<file path="config.mk">
export PLATFORM = sky130hd
export DESIGN_NAME = ip_csum_scheduler
export DESIGN_NICKNAME = d
export VERILOG_FILES = /design/src/rtl/ip_csum_scheduler.sv
export SDC_FILE = /design/constraint.sdc
export NUM_CORES = 1
export LEC_CHECK = 0
export ABC_AREA = 1
export ABC_CLOCK_PERIOD_IN_PS = 3420
export CAP_MARGIN = 20
export CORE_MARGIN = 4
export CORE_UTILIZATION = 50
export CTS_CLUSTER_SIZE = 25
export DETAILED_ROUTE_END_ITERATION = 7
export PLACE_DENSITY_LB_ADDON = 0.12
export SYNTH_ARGS = -nofsm -noshare
export SYNTH_HDL_FRONTEND = slang
export SYNTH_SLANG_ARGS = --single-unit
</file>
<file path="constraint.sdc">
create_clock -name clk -period 3.42 [get_ports clk]
set_input_delay 0.342 -clock clk [delete_from_list [all_inputs] [get_ports clk]]
set_output_delay 0.342 -clock clk [all_outputs]
set_load 0.005 [all_outputs]
</file>
<file path="src/rtl/ip_csum_scheduler.sv">
// Round-robin shared IPv4 header checksum engine: grants one producer at a time,
// sums its header words ones'-complement style and returns the tagged checksum.
module ip_csum_scheduler #(
    parameter int N_REQ     = 2,
    parameter int HDR_WORDS = 5
) (
    input  logic                  clk,
    input  logic                  reset,
    input  logic [N_REQ-1:0]      s_valid,
    input  logic [32*N_REQ-1:0]   s_data,
    output logic [N_REQ-1:0]      s_ready,
    output logic [N_REQ-1:0]      gnt,
    output logic                  busy,
    output logic [15:0]           csum,
    output logic [1:0]            csum_id,
    output logic                  csum_valid,
    input  logic                  csum_ready
);

    typedef enum logic [1:0] {IDLE, ACCUM, FOLD, DONE} state_t;

    localparam logic [N_REQ-1:0] ONE = 1;

    state_t            state_q, state_d;
    logic [N_REQ-1:0]  gnt_q, gnt_d;
    logic [1:0]        owner_q, owner_d;
    logic [1:0]        ptr_q, ptr_d;
    logic [19:0]       acc_q, acc_d;
    logic [3:0]        cnt_q, cnt_d;
    logic [15:0]       csum_q, csum_d;
    logic [1:0]        csum_id_q, csum_id_d;

    logic [31:0]       word;
    logic              take;
    logic              found;
    int unsigned       cand;
    logic [16:0]       fold1;
    logic [15:0]       fold2;

    always_comb begin
        word = '0;
        for (int unsigned i = 0; i < N_REQ; i++) begin
            if (gnt_q[i]) word = word | s_data[32*i +: 32];
        end
    end

    assign take  = (state_q == ACCUM) && (|(s_valid & gnt_q));
    // Two-step end-around carry; the 20-bit sum cannot produce a third carry.
    assign fold1 = {1'b0, acc_q[15:0]} + {13'b0, acc_q[19:16]};
    assign fold2 = fold1[15:0] + {15'b0, fold1[16]};

    always_comb begin
        state_d   = state_q;
        gnt_d     = gnt_q;
        owner_d   = owner_q;
        ptr_d     = ptr_q;
        acc_d     = acc_q;
        cnt_d     = cnt_q;
        csum_d    = csum_q;
        csum_id_d = csum_id_q;
        found     = 1'b0;
        cand      = 0;
        case (state_q)
            IDLE: begin
                acc_d = '0;
                cnt_d = '0;
                for (int unsigned k = 0; k < N_REQ; k++) begin
                    cand = (32'(ptr_q) + k) % N_REQ;
                    if (!found && (|(s_valid & (ONE << cand)))) begin
                        found   = 1'b1;
                        owner_d = 2'(cand);
                        gnt_d   = ONE << cand;
                        ptr_d   = 2'((cand + 1) % N_REQ);
                    end
                end
                if (found) state_d = ACCUM;
            end
            ACCUM: begin
                if (take) begin
                    acc_d = acc_q + {4'b0, word[31:16]} + {4'b0, word[15:0]};
                    cnt_d = cnt_q + 4'd1;
                    if (cnt_q == 4'(HDR_WORDS - 1)) state_d = FOLD;
                end
            end
            FOLD: begin
                csum_d    = ~fold2;
                csum_id_d = owner_q;
                state_d   = DONE;
            end
            DONE: begin
                if (csum_ready) begin
                    state_d = IDLE;
                    gnt_d   = '0;
                end
            end
            default: state_d = IDLE;
        endcase
    end

    always_ff @(posedge clk or posedge reset) begin
        if (reset) begin
            state_q   <= IDLE;
            gnt_q     <= '0;
            owner_q   <= '0;
            ptr_q     <= '0;
            acc_q     <= '0;
            cnt_q     <= '0;
            csum_q    <= '0;
            csum_id_q <= '0;
        end else begin
            state_q   <= state_d;
            gnt_q     <= gnt_d;
            owner_q   <= owner_d;
            ptr_q     <= ptr_d;
            acc_q     <= acc_d;
            cnt_q     <= cnt_d;
            csum_q    <= csum_d;
            csum_id_q <= csum_id_d;
        end
    end

    assign s_ready    = (state_q == ACCUM) ? gnt_q : '0;
    assign gnt        = gnt_q;
    assign busy       = (state_q != IDLE);
    assign csum       = csum_q;
    assign csum_id    = csum_id_q;
    assign csum_valid = (state_q == DONE);

endmodule

</file>
# Word level (Yosys, flattened, before mapping)
# Index checks and enable logic that the tools add are counted.
dict set report word_totals {
  elab_cells 70
  input_bits 69
  output_inout_bits 24
  register_bits 49
}
dict set report classes {
  n_reduce_logical 15
  addsub 8
  n_bitwise 5
  n_eq_ne 9
  n_mux 23
  shifts 2
}
# op count
set ops {}
lappend ops {{two-way mux 32 bit} 2}
lappend ops {{adder 20 x 16 -> 20 bit} 2}
lappend ops {{case mux 20 bit (2 select lines)} 1}
lappend ops {{OR 32 bit} 1}
lappend ops {{two-way mux 20 bit} 1}
lappend ops {{two-way mux 2 bit} 9}
lappend ops {{adder 16 x 4 -> 17 bit} 1}
lappend ops {{adder 16 x 1 -> 16 bit} 1}
lappend ops {{NOT 16 bit} 1}
lappend ops {{case mux 2 bit (4 select lines)} 1}
lappend ops {{case mux 4 bit (2 select lines)} 1}
lappend ops {{nonzero test 2 bit} 4}
lappend ops {{AND 2 bit} 3}
lappend ops {{two-way mux 1 bit} 6}
lappend ops {{OR reduction 2 bit} 3}
lappend ops {{adder 4 x 1 -> 4 bit, second input constant} 1}
lappend ops {{== test 2 bit, second input constant} 2}
lappend ops {{== test 4 x 3 -> 1 bit, second input constant} 1}
lappend ops {{two-way mux 4 bit} 1}
lappend ops {{inequality test 2 x 1 -> 1 bit, second input constant} 2}
lappend ops {{inequality test 2 bit, second input constant} 2}
lappend ops {{case mux 2 bit (2 select lines)} 1}
lappend ops {{AND reduction 2 bit} 2}
lappend ops {{AND reduction 4 bit} 1}
lappend ops {{8 further kinds} 12}

# Logic depth before layout (Yosys ltp)
dict set report depth {
  depth_word 11
  depth_mapped 20
}

# Least setup slack after synthesis
# Ideal clock, no wire load.
dict set report synth_timing {
  path_type {flip-flop to flip-flop}
  startpoint {register gnt_q[1] (netlist: gnt[1])}
  endpoint {register acc_q[17]}
  slack_ns 0.442
  required_ns 3.301
  arrival_ns 2.859
  n_path_buf 2
  path_stages_with_launch 17
  setup_time_ns 0.119
  cell_sequence {dfrtp_1 > buf_2 > clkbuf_1 > a22o_1 > inv_1 > fa_1 > inv_1 > ha_1 > fa_1 > inv_1 > o21ai_1 > inv_1 > o21ai_1 > a21oi_1 > o21ai_1 > a21oi_1 > nor2_1}
}
dict set report synth_between {
  elab_chain_cells 5
  word_cells_on_any_way 10
}
# element line
set synth_rtl {}
lappend synth_rtl {{start, declared} 25} ;# logic [N_REQ-1:0] gnt_q, gnt_d;
lappend synth_rtl {{start signal, assigned} 112} ;# gnt_q <= gnt_d;
lappend synth_rtl {{two-way mux 32 bit / AND 2 bit (equally long branches)} {43, 47}}
lappend synth_rtl {{adder 20 x 16 -> 20 bit / OR reduction 2 bit (equally long branches)} {80, 47}}
lappend synth_rtl {{adder 20 x 16 -> 20 bit / logical AND 1 bit (equally long branches)} {80, 47}}
lappend synth_rtl {{two-way mux 20 bit / inequality test 2 bit (equally long branches)} n/a}
lappend synth_rtl {{case mux 20 bit (2 select lines) / AND reduction 2 bit (equally long branches)} n/a}
lappend synth_rtl {{end signal, assigned} 106} ;# acc_q <= '0;
lappend synth_rtl {{end signal, assigned} 115} ;# acc_q <= acc_d;
lappend synth_rtl {{end, declared} 28} ;# logic [19:0] acc_q, acc_d;
# Several ways; a longest one is shown, not always the timed one. The select of a mux whose other input is x is not followed.
# A chain may end at the register's enable or synchronous reset.

# Worst setup path in the final report
# Same ends and word-level chain as after synthesis.

==> results.md <==
* Synth async-reset ratio at 1.00
* Vias in the first global route at 4405
* DR DRC count at 0
* WL/cell at 13.0 um
* Max_slew headroom at 0.636
* Unrepaired setup endpoints after global routing: no
* Full die area at 0.0107 mm2
* Status: finished clean
* Syn-to-layout area delta at 25.6%
* Pwr dens at 805 mW/mm2
* Most common cell after layout, fill and taps aside: nand2_1
* Global-route wire length before repair at 19600 um
* Final Max Tran Viols at 0
* Drt pass-1 iters at 5
* Post-route minimum period at 3.17 ns
* DRT antenna net count at 0
* Initial drt markers at 190
* Cts-stage hold buffer count at 0
* Routed wire length at 11200 um
* Layout Cells excl Fill at 861
* Mux cell area share after synthesis at 0
* CORE AREA at 0.00881 mm2
* Max-cap violations at 0
* Met3 Use GR at 0.0236
* F_max at 316 MHz
* Req. time, crit path at 3.62 ns
* Top Ports at 93
* Grt total ovfl at 0
* Logic gate share of total power at 0.701
* Total CTS buffers at 5
* Critical Path Start Type: flip-flop
* Die W at 104 um
* Vias/cell at 5.23
* Met1 Track Usage GR at 0.278
* H-tree lvl count at 2
* #FFs+latches synth at 47
* Switching Fraction at 0.496
* Worst Skew at 0.00709 ns
* Largest net degree at the start of global routing at 48
* Nature of the critical path endpoint: flip-flop
* Final hold violation count at 0
* Buffers on Ports at 91
* CP arrival at 3.37 ns
* GR Util met2 at 0.371
* Clock Power Share at 0.094
* Crit share post-route at 0.926
* # diodes at 0
* VDD IR max at 0.302 mV
* Synth top area cells: dfrtp_1 26%, nand2_1 12%, inv_1 11%
* Gates resized, CTS repair at 0
* Initial Util at 0.519
* Hold/Removal Path Class: input port to async pin
* Post-CTS setup buffers at 0
* Sequential Power Share at 0.205
* Worst-Margin Slew at 0.546 ns
* Gpl congestion at 0.918
* Global-route usage over all layers at 0.213
* Number of synthesized flops with an enable pin at 0
* DP Cell Count at 852
* Dominant synthesized flop cell: dfrtp_1
* Chip Height at 104 um
* CTS tree: yes
* Simple-Gate Fraction of Synth Area at 0.285
* Dominant cell type by area after synthesis: dfrtp_1
* Post-detail-place hpwl at 9470 um
* Yosys top cell area share at 0.257
* Initial antenna violation count at 0
* CTS sink cnt at 47
* Ys Warns at 0
* Commonest non-fill, non-tap cells in the layout: 152 x nand2_1, 133 x inv_1, 91 x clkdlybuf4s50_1
* Crit path max fanout at 27
* Synth Area in XOR/XNOR at 0.0115
* Layout Nets at 867
* Largest family of logic cells by synthesized area: simple AND/OR/NAND/NOR gates
* Synth unique cells at 35
* Post-synthesis compound-gate area fraction at 0.162
* Seq/Total Area, Yosys at 0.257
* Site Rows at 34
* Netlist Area Pre-Place at 0.00457 mm2
* Static Leak at 2.85 nW
* Deepest clock path buffer count at 2
* Psw at 2.29 mW
* Post-synthesis adder-cell area fraction at 0.155
* Post-Syn Area per Cell at 6.90 um2
* WS Path Type: flip-flop to flip-flop
* Internal at 2.33 mW
* Worst-skew pair later-pin latency at 0.31 ns
* Clock slew at reported path FFs at 0.09 ns
* DR vias at 4499
* Final setup fails at 0
* CTS root buf: clkbuf_8
* Share of layout cells above drive strength 1 at 0.0584
* Syn nets at 778
* GR peak layer: met2
* Mapped Cells at 663
* Post-Route Setup TNS at 0 ns
* Final Util at 0.653
## per-stage QoR
stage               power (mW)  hold slack (ns)  area (um2)  setup WS, ns
CTS                       4.62            0.494        5720         0.245
floorplan                 3.22            0.446        4570         0.442
global route              5.17            0.225        5750        0.0513
finish                    4.62            0.197        5750         0.254
global placement          4.06            0.457        5600         0.282
detailed placement        4.17            0.469        5600        0.0956
## power groups by stage
stage	combinational (mW)	sequential, mW	clock (mW)
after CTS	3.23	0.948	0.445
after detailed placement	3.21	0.955	0
after floorplan	2.29	0.930	0
after global placement	3.12	0.947	0
after global routing	3.73	0.978	0.464
final	3.24	0.947	0.436
## flip-flops by register name (all words and copies together) (netlist names)
| signal | count |
|---|---|
| csum_id | 1 |
| acc_q | 20 |
| csum | 16 |
| cnt_q | 4 |
| owner_q | 1 |
| state_q | 2 |
| ptr_q | 1 |
| gnt | 2 |
## worst max-delay path, cell delays in order, from the launching register on
cell and delay (ns):
dfrtp_1 0.34, buf_4 0.27, a22o_1 0.20, inv_1 0.06
fa_1 0.51, inv_1 0.04, ha_1 0.22, fa_1 0.41
inv_1 0.07, o21ai_1 0.09, inv_1 0.06, o21ai_1 0.09
a21oi_1 0.25, o21ai_1 0.17, a21oi_1 0.18, nor2_1 0.07
## cells in the mapped netlist, types with 2 or more instances
cell type,instances
a211oi_1,3
a21oi_1,33
a22o_1,32
a31oi_1,3
buf_2,6
clkbuf_1,8
dfrtp_1,47
fa_1,18
ha_1,28
inv_1,134
inv_2,4
nand2_1,152
nand2_2,7
nand3_1,51
nand3_2,4
nand4_1,7
nor2_1,50
nor2_2,3
nor2_4,5
nor3_1,4
o21ai_0,34
o21ai_1,5
o22ai_1,7
or2_2,3
xnor2_1,2
xor2_1,4
## kinds of logic (layout without fill, tap and decap cells)
| logic type | Yosys count | after routing |
|---|---|---|
| AND/OR/NAND/NOR | 291 | 291 |
| buffers and inverters | 153 | 243 |
| AO/OA/AOI/OAI | 119 | 119 |
| flip-flops | 47 | 47 |
| adder cells (fa/ha/maj) | 46 | 46 |
| XOR/XNOR | 6 | 6 |
| other | 1 | 1 |
## final timing paths
check,from,to,slack [ns],depth (start not counted)
max in group asynchronous,reset,acc_q[7],2.80,3
setup reg to reg,gnt[1],acc_q[17],0.25,15
min in group clk,csum_id[0],csum_id[0],0.49,2
setup / recovery,gnt[1],acc_q[17],0.25,15
hold / removal,reset,ptr_q[0],0.20,2
hold reg to reg,csum_id[0],csum_id[0],0.49,2
## routing by layer
layer,up-vias,wire [um]
li1,2294,-
met3,26,606
met4,0,255
met2,162,5270
met1,2017,5040
met5,-,0
## final cells by class
cell class                      instances  area, um2
Fill cell                             797       3060
Multi-Input combinational cell        463       2820
Sequential cell                        47       1180
Timing Repair Buffer                   97        981
Inverter                              138        518
Tap cell                              108        135
Clock buffer                            6       82.6
Clock inverter                          2       38.8
No activity file was read; power rests on OpenSTA's default activity.
